**config.mk**
```make
export PLATFORM = sky130hd
export DESIGN_NAME = clause_memory_loader
export DESIGN_NICKNAME = d
export VERILOG_FILES = /design/src/rtl/mcmc_formula_pkg.sv /design/src/rtl/clause_memory_loader.sv
export SDC_FILE = /design/constraint.sdc
export NUM_CORES = 1
export LEC_CHECK = 0
export CORE_ASPECT_RATIO = 1.4
export CORE_MARGIN = 2
export CORE_UTILIZATION = 37
export CTS_CLUSTER_SIZE = 8
export DETAILED_ROUTE_END_ITERATION = 6
export GPL_ROUTABILITY_DRIVEN = 0
export PLACE_DENSITY = 0.74
export SLEW_MARGIN = 20
export SYNTH_ARGS = -nofsm -noshare
export SYNTH_HDL_FRONTEND = slang
export SYNTH_SLANG_ARGS = --single-unit
export TNS_END_PERCENT = 50
```
**constraint.sdc**
```tcl
create_clock -name in_clk -period 1.3 [get_ports in_clk]
set_clock_uncertainty 0.1 [all_clocks]
set_input_delay 0.13 -clock in_clk [delete_from_list [all_inputs] [get_ports in_clk]]
set_output_delay 0.13 -clock in_clk [all_outputs]
set_load 0.01 [all_outputs]
```
**src/rtl/mcmc_formula_pkg.sv**
```systemverilog
// mcmc_formula_pkg: formula geometry helpers and loader state encoding shared by checker, loader and bench
package mcmc_formula_pkg;
    localparam int unsigned DEF_INT_COEFF    = 4;
    localparam int unsigned DEF_BOOL_COEFF   = 2;
    localparam int unsigned DEF_INT_VAR_IDX  = 1;
    localparam int unsigned DEF_BOOL_VAR_IDX = 1;
    localparam int unsigned DEF_CLAUSE_IDX   = 1;
    function automatic int unsigned integer_width(input int unsigned coeff, input int unsigned var_idx);
        return ((1 << var_idx) + 1) * coeff;
    endfunction
    function automatic int unsigned boolean_width(input int unsigned coeff, input int unsigned var_idx);
        return coeff * (1 << var_idx);
    endfunction
    function automatic int unsigned clause_count(input int unsigned idx);
        return 1 << idx;
    endfunction
    typedef enum logic [1:0] {
        LOADER_IDLE,
        LOADER_READ,
        LOADER_DRAIN
    } loader_state_e;
endpackage

```
**src/rtl/clause_memory_loader.sv**
```systemverilog
// clause_memory_loader: streams N clauses from the formula ROMs into the checker clause bank on start.
//   in_clk/in_reset                 clock, synchronous active-high reset
//   in_start/in_num_clauses         load request and clause count (clamped to NC)
//   out_mem_address/read_enable     shared ROM read port; data returns one cycle later
//   in_mem_data_integer/boolean     ROM data
//   out_clause_*                    registered clause write to the checker bank
//   out_checker_enable              per-clause enable mask, bit set as each clause lands
//   out_busy/out_done               load in progress / one-cycle completion pulse
module clause_memory_loader
    import mcmc_formula_pkg::*;
#(
    parameter int MAXIMUM_BIT_WIDTH_OF_INTEGER_COEFFICIENT    = DEF_INT_COEFF,
    parameter int MAXIMUM_BIT_WIDTH_OF_BOOLEAN_COEFFICIENT    = DEF_BOOL_COEFF,
    parameter int MAXIMUM_BIT_WIDTH_OF_INTEGER_VARIABLE_INDEX = DEF_INT_VAR_IDX,
    parameter int MAXIMUM_BIT_WIDTH_OF_BOOLEAN_VARIABLE_INDEX = DEF_BOOL_VAR_IDX,
    parameter int MAXIMUM_BIT_WIDTH_OF_CLAUSES_INDEX          = DEF_CLAUSE_IDX,
    localparam int IW = integer_width(MAXIMUM_BIT_WIDTH_OF_INTEGER_COEFFICIENT, MAXIMUM_BIT_WIDTH_OF_INTEGER_VARIABLE_INDEX),
    localparam int BW = boolean_width(MAXIMUM_BIT_WIDTH_OF_BOOLEAN_COEFFICIENT, MAXIMUM_BIT_WIDTH_OF_BOOLEAN_VARIABLE_INDEX),
    localparam int CI = MAXIMUM_BIT_WIDTH_OF_CLAUSES_INDEX,
    localparam int NC = clause_count(MAXIMUM_BIT_WIDTH_OF_CLAUSES_INDEX)
) (
    input  logic          in_clk,
    input  logic          in_reset,
    input  logic          in_start,
    input  logic [CI:0]   in_num_clauses,
    output logic [CI-1:0] out_mem_address,
    output logic          out_mem_read_enable,
    input  logic [IW-1:0] in_mem_data_integer,
    input  logic [BW-1:0] in_mem_data_boolean,
    output logic [IW-1:0] out_clause_coefficients_integer,
    output logic [BW-1:0] out_clause_coefficients_boolean,
    output logic [CI-1:0] out_clause_index,
    output logic          out_clause_write,
    output logic [NC-1:0] out_checker_enable,
    output logic          out_busy,
    output logic          out_done
);
    localparam logic [CI:0] NC_W = (CI+1)'(NC);
    loader_state_e state_q, state_d;
    logic [CI:0]   n_q, n_d, n_clamped;
    logic [CI-1:0] rd_ptr_q, rd_ptr_d, wr_ptr_q, idx_q;
    logic [IW-1:0] int_q;
    logic [BW-1:0] bool_q;
    logic [NC-1:0] en_q;
    logic          rd_v_q, wr_q, busy_q, done_pend_q, done_q;
    logic          accept, last, fin;
    always_comb begin
        n_clamped = in_num_clauses > NC_W ? NC_W : in_num_clauses;
        accept    = state_q == LOADER_IDLE && !busy_q && in_start;
        last      = {1'b0, rd_ptr_q} == n_q - 1'b1;
        state_d   = state_q;
        n_d       = n_q;
        rd_ptr_d  = rd_ptr_q;
        fin       = 1'b0;
        case (state_q)
            LOADER_IDLE: if (accept) begin
                n_d      = n_clamped;
                rd_ptr_d = '0;
                fin      = n_clamped == '0;
                state_d  = n_clamped == '0 ? LOADER_IDLE : LOADER_READ;
            end
            LOADER_READ: begin
                state_d  = last ? LOADER_DRAIN : LOADER_READ;
                rd_ptr_d = last ? rd_ptr_q : rd_ptr_q + 1'b1;
            end
            LOADER_DRAIN: begin
                state_d = LOADER_IDLE;
                fin     = 1'b1;
            end
            default: state_d = LOADER_IDLE;
        endcase
    end
    // done is delayed one cycle past the last write so the checker sees a fully populated bank
    always_ff @(posedge in_clk) begin
        if (in_reset) begin
            state_q     <= LOADER_IDLE;
            n_q         <= '0;
            rd_ptr_q    <= '0;
            wr_ptr_q    <= '0;
            rd_v_q      <= 1'b0;
            wr_q        <= 1'b0;
            idx_q       <= '0;
            int_q       <= '0;
            bool_q      <= '0;
            en_q        <= '0;
            busy_q      <= 1'b0;
            done_pend_q <= 1'b0;
            done_q      <= 1'b0;
        end else begin
            state_q     <= state_d;
            n_q         <= n_d;
            rd_ptr_q    <= rd_ptr_d;
            wr_ptr_q    <= rd_ptr_q;
            rd_v_q      <= state_q == LOADER_READ;
            wr_q        <= rd_v_q;
            if (rd_v_q) begin
                idx_q  <= wr_ptr_q;
                int_q  <= in_mem_data_integer;
                bool_q <= in_mem_data_boolean;
            end
            en_q        <= accept ? '0 : rd_v_q ? en_q | (NC'(1) << wr_ptr_q) : en_q;
            busy_q      <= accept ? n_clamped != '0 : done_pend_q ? 1'b0 : busy_q;
            done_pend_q <= fin;
            done_q      <= done_pend_q;
        end
    end
    assign out_mem_read_enable             = state_q == LOADER_READ;
    assign out_mem_address                 = state_q == LOADER_READ ? rd_ptr_q : '0;
    assign out_clause_coefficients_integer = int_q;
    assign out_clause_coefficients_boolean = bool_q;
    assign out_clause_index                = idx_q;
    assign out_clause_write                = wr_q;
    assign out_checker_enable              = en_q;
    assign out_busy                        = busy_q;
    assign out_done                        = done_q;
endmodule

```
* Word level (Yosys, flattened, before mapping)
Cells that the tools add are included.
Operators by class: $add $sub $neg 2, $lt $le $gt $ge 1, equal/unequal tests 5, shift-type cells 1, muxes and demuxes 13, bitwise logic cells 1, reductions and logical operators 11
Operators by type and width (number):
- 2-to-1 mux 1 bit | 7
- 2-to-1 mux 2 bit | 3
- nonzero test 2 bit | 3
- logical NOT 2 bit | 2
- inequality test 2 bit (second input constant) | 2
- case mux 1 bit (2 select lines) | 2
- case mux 2 bit (2 select lines) | 1
- AND reduction 3 bit | 1
- equality test 1 x 2 -> 1 bit | 1
- equality test 2 x 1 -> 1 bit (second input constant) | 1
- equality test 2 bit (second input constant) | 1
- greater-than comparator 2 bit (second input constant) | 1
- logical AND 1 bit | 2
- bitwise OR 2 bit | 1
- AND reduction 2 bit | 1
- OR reduction 2 bit | 1
- left shift 1 x 1 -> 2 bit (first input constant) | 1
- subtractor 2 x 1 -> 2 bit (second input constant) | 1
- adder 1 bit (second input constant) | 1
- logical NOT 1 bit | 1
Word-level totals: flip-flop bits (word level) 30, input bits 21

* Logic depth before layout (Yosys ltp)
word-level depth 6, depth in mapped cells 3, depth with buffers taken out 3

* Least setup slack after synthesis
No wires, ideal clock.
path kind register to register, start register busy_q, in the netlist out_busy, end register state_q[0], library setup time 0.073 ns, data arrival time 1.165 ns, required time 1.127 ns, setup slack -0.038 ns, stages on the path, launching flop included 4, period minus slack after synthesis 1.338 ns, cell sequence dfxtp_1 -> or4b_4 -> o32ai_1 -> nor3b_2
On the way: longest elaborated chain between the ends 4
RTL lines:
- start: declaration | line clause_memory_loader.sv:45 | logic rd_v_q, wr_q, busy_q, done_pend_q, done_q;
- start signal: assignment | line clause_memory_loader.sv:102 | busy_q <= accept ? n_clamped != '0 : done_pend_q ? 1'b0 : busy_q;
- logical NOT 1 bit | line clause_memory_loader.sv:49 | accept = state_q == LOADER_IDLE && !busy_q && in_start;
- logical AND 1 bit (2 in a row) | line clause_memory_loader.sv:49
- inequality test 2 bit (no line)
- end signal: assignment | line clause_memory_loader.sv:90 | state_q <= state_d;
- end: declaration | line clause_memory_loader.sv:39 | loader_state_e state_q, state_d;
Every way passes these cells. A chain may end at the register's enable or synchronous reset.

* Worst setup path in the final report
Same ends and word-level chain as after synthesis.

==> flow_summary.ini <==
[cells_and_area]
fillers = 269
layout_common_cells = sky130_fd_sc_hd__dfxtp_1, sky130_fd_sc_hd__dlygate4sd2_1, sky130_fd_sc_hd__clkdlybuf4s50_1, sky130_fd_sc_hd__nor2_1, sky130_fd_sc_hd__mux2i_1
antenna-diode-count = 0
finish.net_count = 185
final_cell_area_mm2 = 0.00172
layout.cells.most_common = sky130_fd_sc_hd__dfxtp_1
instances_no_fill = 201
fraction_of_layout_instances_using_a_drive_strength_above_1 = 0.177
synthToLayoutAreaGrowth_pct = 59.1

[timing]
setup_repair_after_global_routing_missed_its_margin = true
finalWorstPathRequiredPeriod_ps = 1340
final_report_hold_violation_count = 0
timing.slew.headroom = 0.782
final.period_utilization = 1.03
drv_slew = 0
setup_failing_eps_final = 1
final_critical_path_setup_slack_ps = -36.3
max_slew.worst_pin.slew_ps = 327
fmax_ghz = 0.748
hold_ws_ps = 369

[floorplanning]
fp.dieH_um = 68.0
die_width_um = 49.7
start_util = 0.383
fp.dieArea_mm2 = 0.00338
fp-row-count = 23
floorplan.io_pins = 45
core_region_area_mm2 = 0.00282

[logic_synthesis]
synth.cell_area_mm2 = 0.00108
ys_ff_latch = 30
postSynthCellCount = 106
synthesis.area_per_instance_um2 = 10.2
seq_area_frac_synth = 0.556
yosys.cell_types.count = 25
number_of_warnings_issued_by_yosys = 0
mappedNetlistNets = 127

[worst_setup_path]
timing.critical_path.to_type = register
timing.setup.critical_path_class = reg -> reg
cp.arrival_ps = 1450
crit_path_cell_trace = or4b_4 > o32ai_2 > nor3b_2
critPathMaxFanout = 5
critical_path.startpoint_type = register
count_of_cells_along_the_worst_register_to_register_path = 3
cp_slowest_stage_delay_ps = 570
required_time_reported_for_the_critical_path_endpoint_ps = 1410
cp_slowest_cell = sky130_fd_sc_hd__or4b_4

[drt]
dr.first_iter.drc_count = 20
drtAntennaViolNets = 0
post_dr_vias_cell = 4.63
routed_length_per_placed_instance_um = 12.1
drt_pre_antenna_iters = 4
routed_wl_um = 2430
drt_drc = 0
detailroute.via_count = 931

[global_routing]
grt.overflow.total = 0
grt_util_all_layers = 0.161
wire_length_of_the_first_global_routing_pass_um = 3940
grt_antenna_before_repair = 0
vias_in_the_first_global_route = 954
pin_count_of_the_biggest_net_entering_global_routing = 18

[min_path]
worstHoldPathCells = 1
holdCritPathClass = reg -> reg

[place]
io_buffers = 44
placed_area_mm2 = 0.00165
detailed_place_hpwl_um = 1850
placed_cells_incl_taps = 194

[cts]
path_clk_slew_ps = 60
cts_sinks = 30
clkLatencyLatePin_ps = 280
cts_hold_buf = 0
tritoncts = yes
h-tree-depth = 2
numCtsBuffers = 5
cts_root_buffer = sky130_fd_sc_hd__clkbuf_8
cts.path.max_buffers = 2

[power]
total_power_divided_by_cell_area_mw_per_mm2 = 1160
cellLeakagePower_nw = 0.759
ir_worst_vdd_v = 0.000652
fin_total_pwr_w = 0.00199

[status]
outcome = finished with violations
failed_checks = negative setup slack

[run]
maxCapViolCount = 0
==> synthesized netlist by cell type, drive strengths merged <==
cell	count	area, um^2
nor2	19	71.3
a21oi	6	30.0
and3b	1	8.76
nand2b	2	12.5
o21a	1	7.51
or4b	1	13.8
nor3	3	15.0
mux2i	17	170
clkbuf	4	15.0
nor2b	3	18.8
buf	1	5.00
a31oi	1	6.26
o21ai	1	5.00
nor3b	2	20.0
inv	4	15.0
and2	1	6.26
dfxtp	30	601
nand2	4	15.0
a211o	1	8.76
o32ai	1	8.76
nor4b	1	15.0
nand3b	1	7.51
nand3	1	5.00
==> cells by family (layout without fill, tap and decap cells) <==
| logic type | Yosys count | after routing | share of synthesized area |
|---|---|---|---|
| and+or+nand+nor | 39 | 39 | 0.193 |
| DFF | 30 | 30 | 0.556 |
| muxes | 17 | 17 | 0.157 |
| AOI/OAI and AO/OA | 11 | 11 | 0.0613 |
| buffers and inverters | 9 | 67 | 0.0324 |
==> metrics by stage <==
step / utilization / setup TNS [ps] / setup WS (ps)
after floorplan: - / -13.1 / -13.1
after global placement: 0.586 / -829 / -237
after detailed placement: 0.586 / -978 / -259
after CTS: 0.604 / -241 / -151
after global routing: 0.610 / -212 / -69.8
final: 0.610 / -36.3 / -36.3
==> registers in the layout (all words and copies together) (netlist names) <==
| register | flops |
|---|---|
| done_pend_q | 1 |
| n_q | 2 |
| out_busy | 1 |
| out_checker_enable | 2 |
| out_clause_coefficients_boolean | 4 |
| out_clause_coefficients_integer | 12 |
| out_clause_index | 1 |
| out_clause_write | 1 |
| out_done | 1 |
| rd_ptr_q | 1 |
| rd_v_q | 1 |
| state_q | 2 |
| wr_ptr_q | 1 |
==> final cells by class <==
cell class	count	area (um^2)	share of cell area
Clock buffer	7	76.3	0.0444
Inverter	4	15.0	0.00873
Multi-Input combinational cell	67	473	0.275
Sequential cell	30	604	0.351
Tap cell	37	46.3	0.0269
Timing Repair Buffer	56	505	0.294
==> power breakdown <==
group	switching (W)	internal, W
Clock	0.000311	0.000367
Combinational	0.000133	0.000189
Sequential	0.0000259	0.000965
Total	0.000470	0.00152
==> worst max-delay path: cells and delay by family (launching register included) <==
kind	cells	cell delay [ps]
simple gates	2	750
flops	1	320
compound gates	1	100
==> repair_timing <==
action | 4_1_cts | 5_1_grt
gates resized for setup | 26 | 8
setup buffers | 0 | 0
pin swaps | 2 | 1
endpoints found under the setup margin | 26 | 8
==> path summary, 6_finish.rpt <==
check | start | to | slack [ps]
worst min-delay path | done_pend_q | out_done | 370
worst max-delay path | out_busy | state_q[0] | -40
worst max register to register | out_busy | state_q[0] | -40
worst min register to register | done_pend_q | out_done | 370
==> routing by layer <==
layer | wire length, um | up-vias | part of all wire | track usage
met2 | 1270 | 35 | 0.52 | 0.282
met1 | 954 | 425 | 0.39 | 0.153
met5 | 0 | - | 0 | 0
met4 | 43 | 0 | 0.018 | 0.104
li1 | - | 468 | - | -
met3 | 164 | 3 | 0.068 | 0.0721
Power figures use the tool's default switching activity.
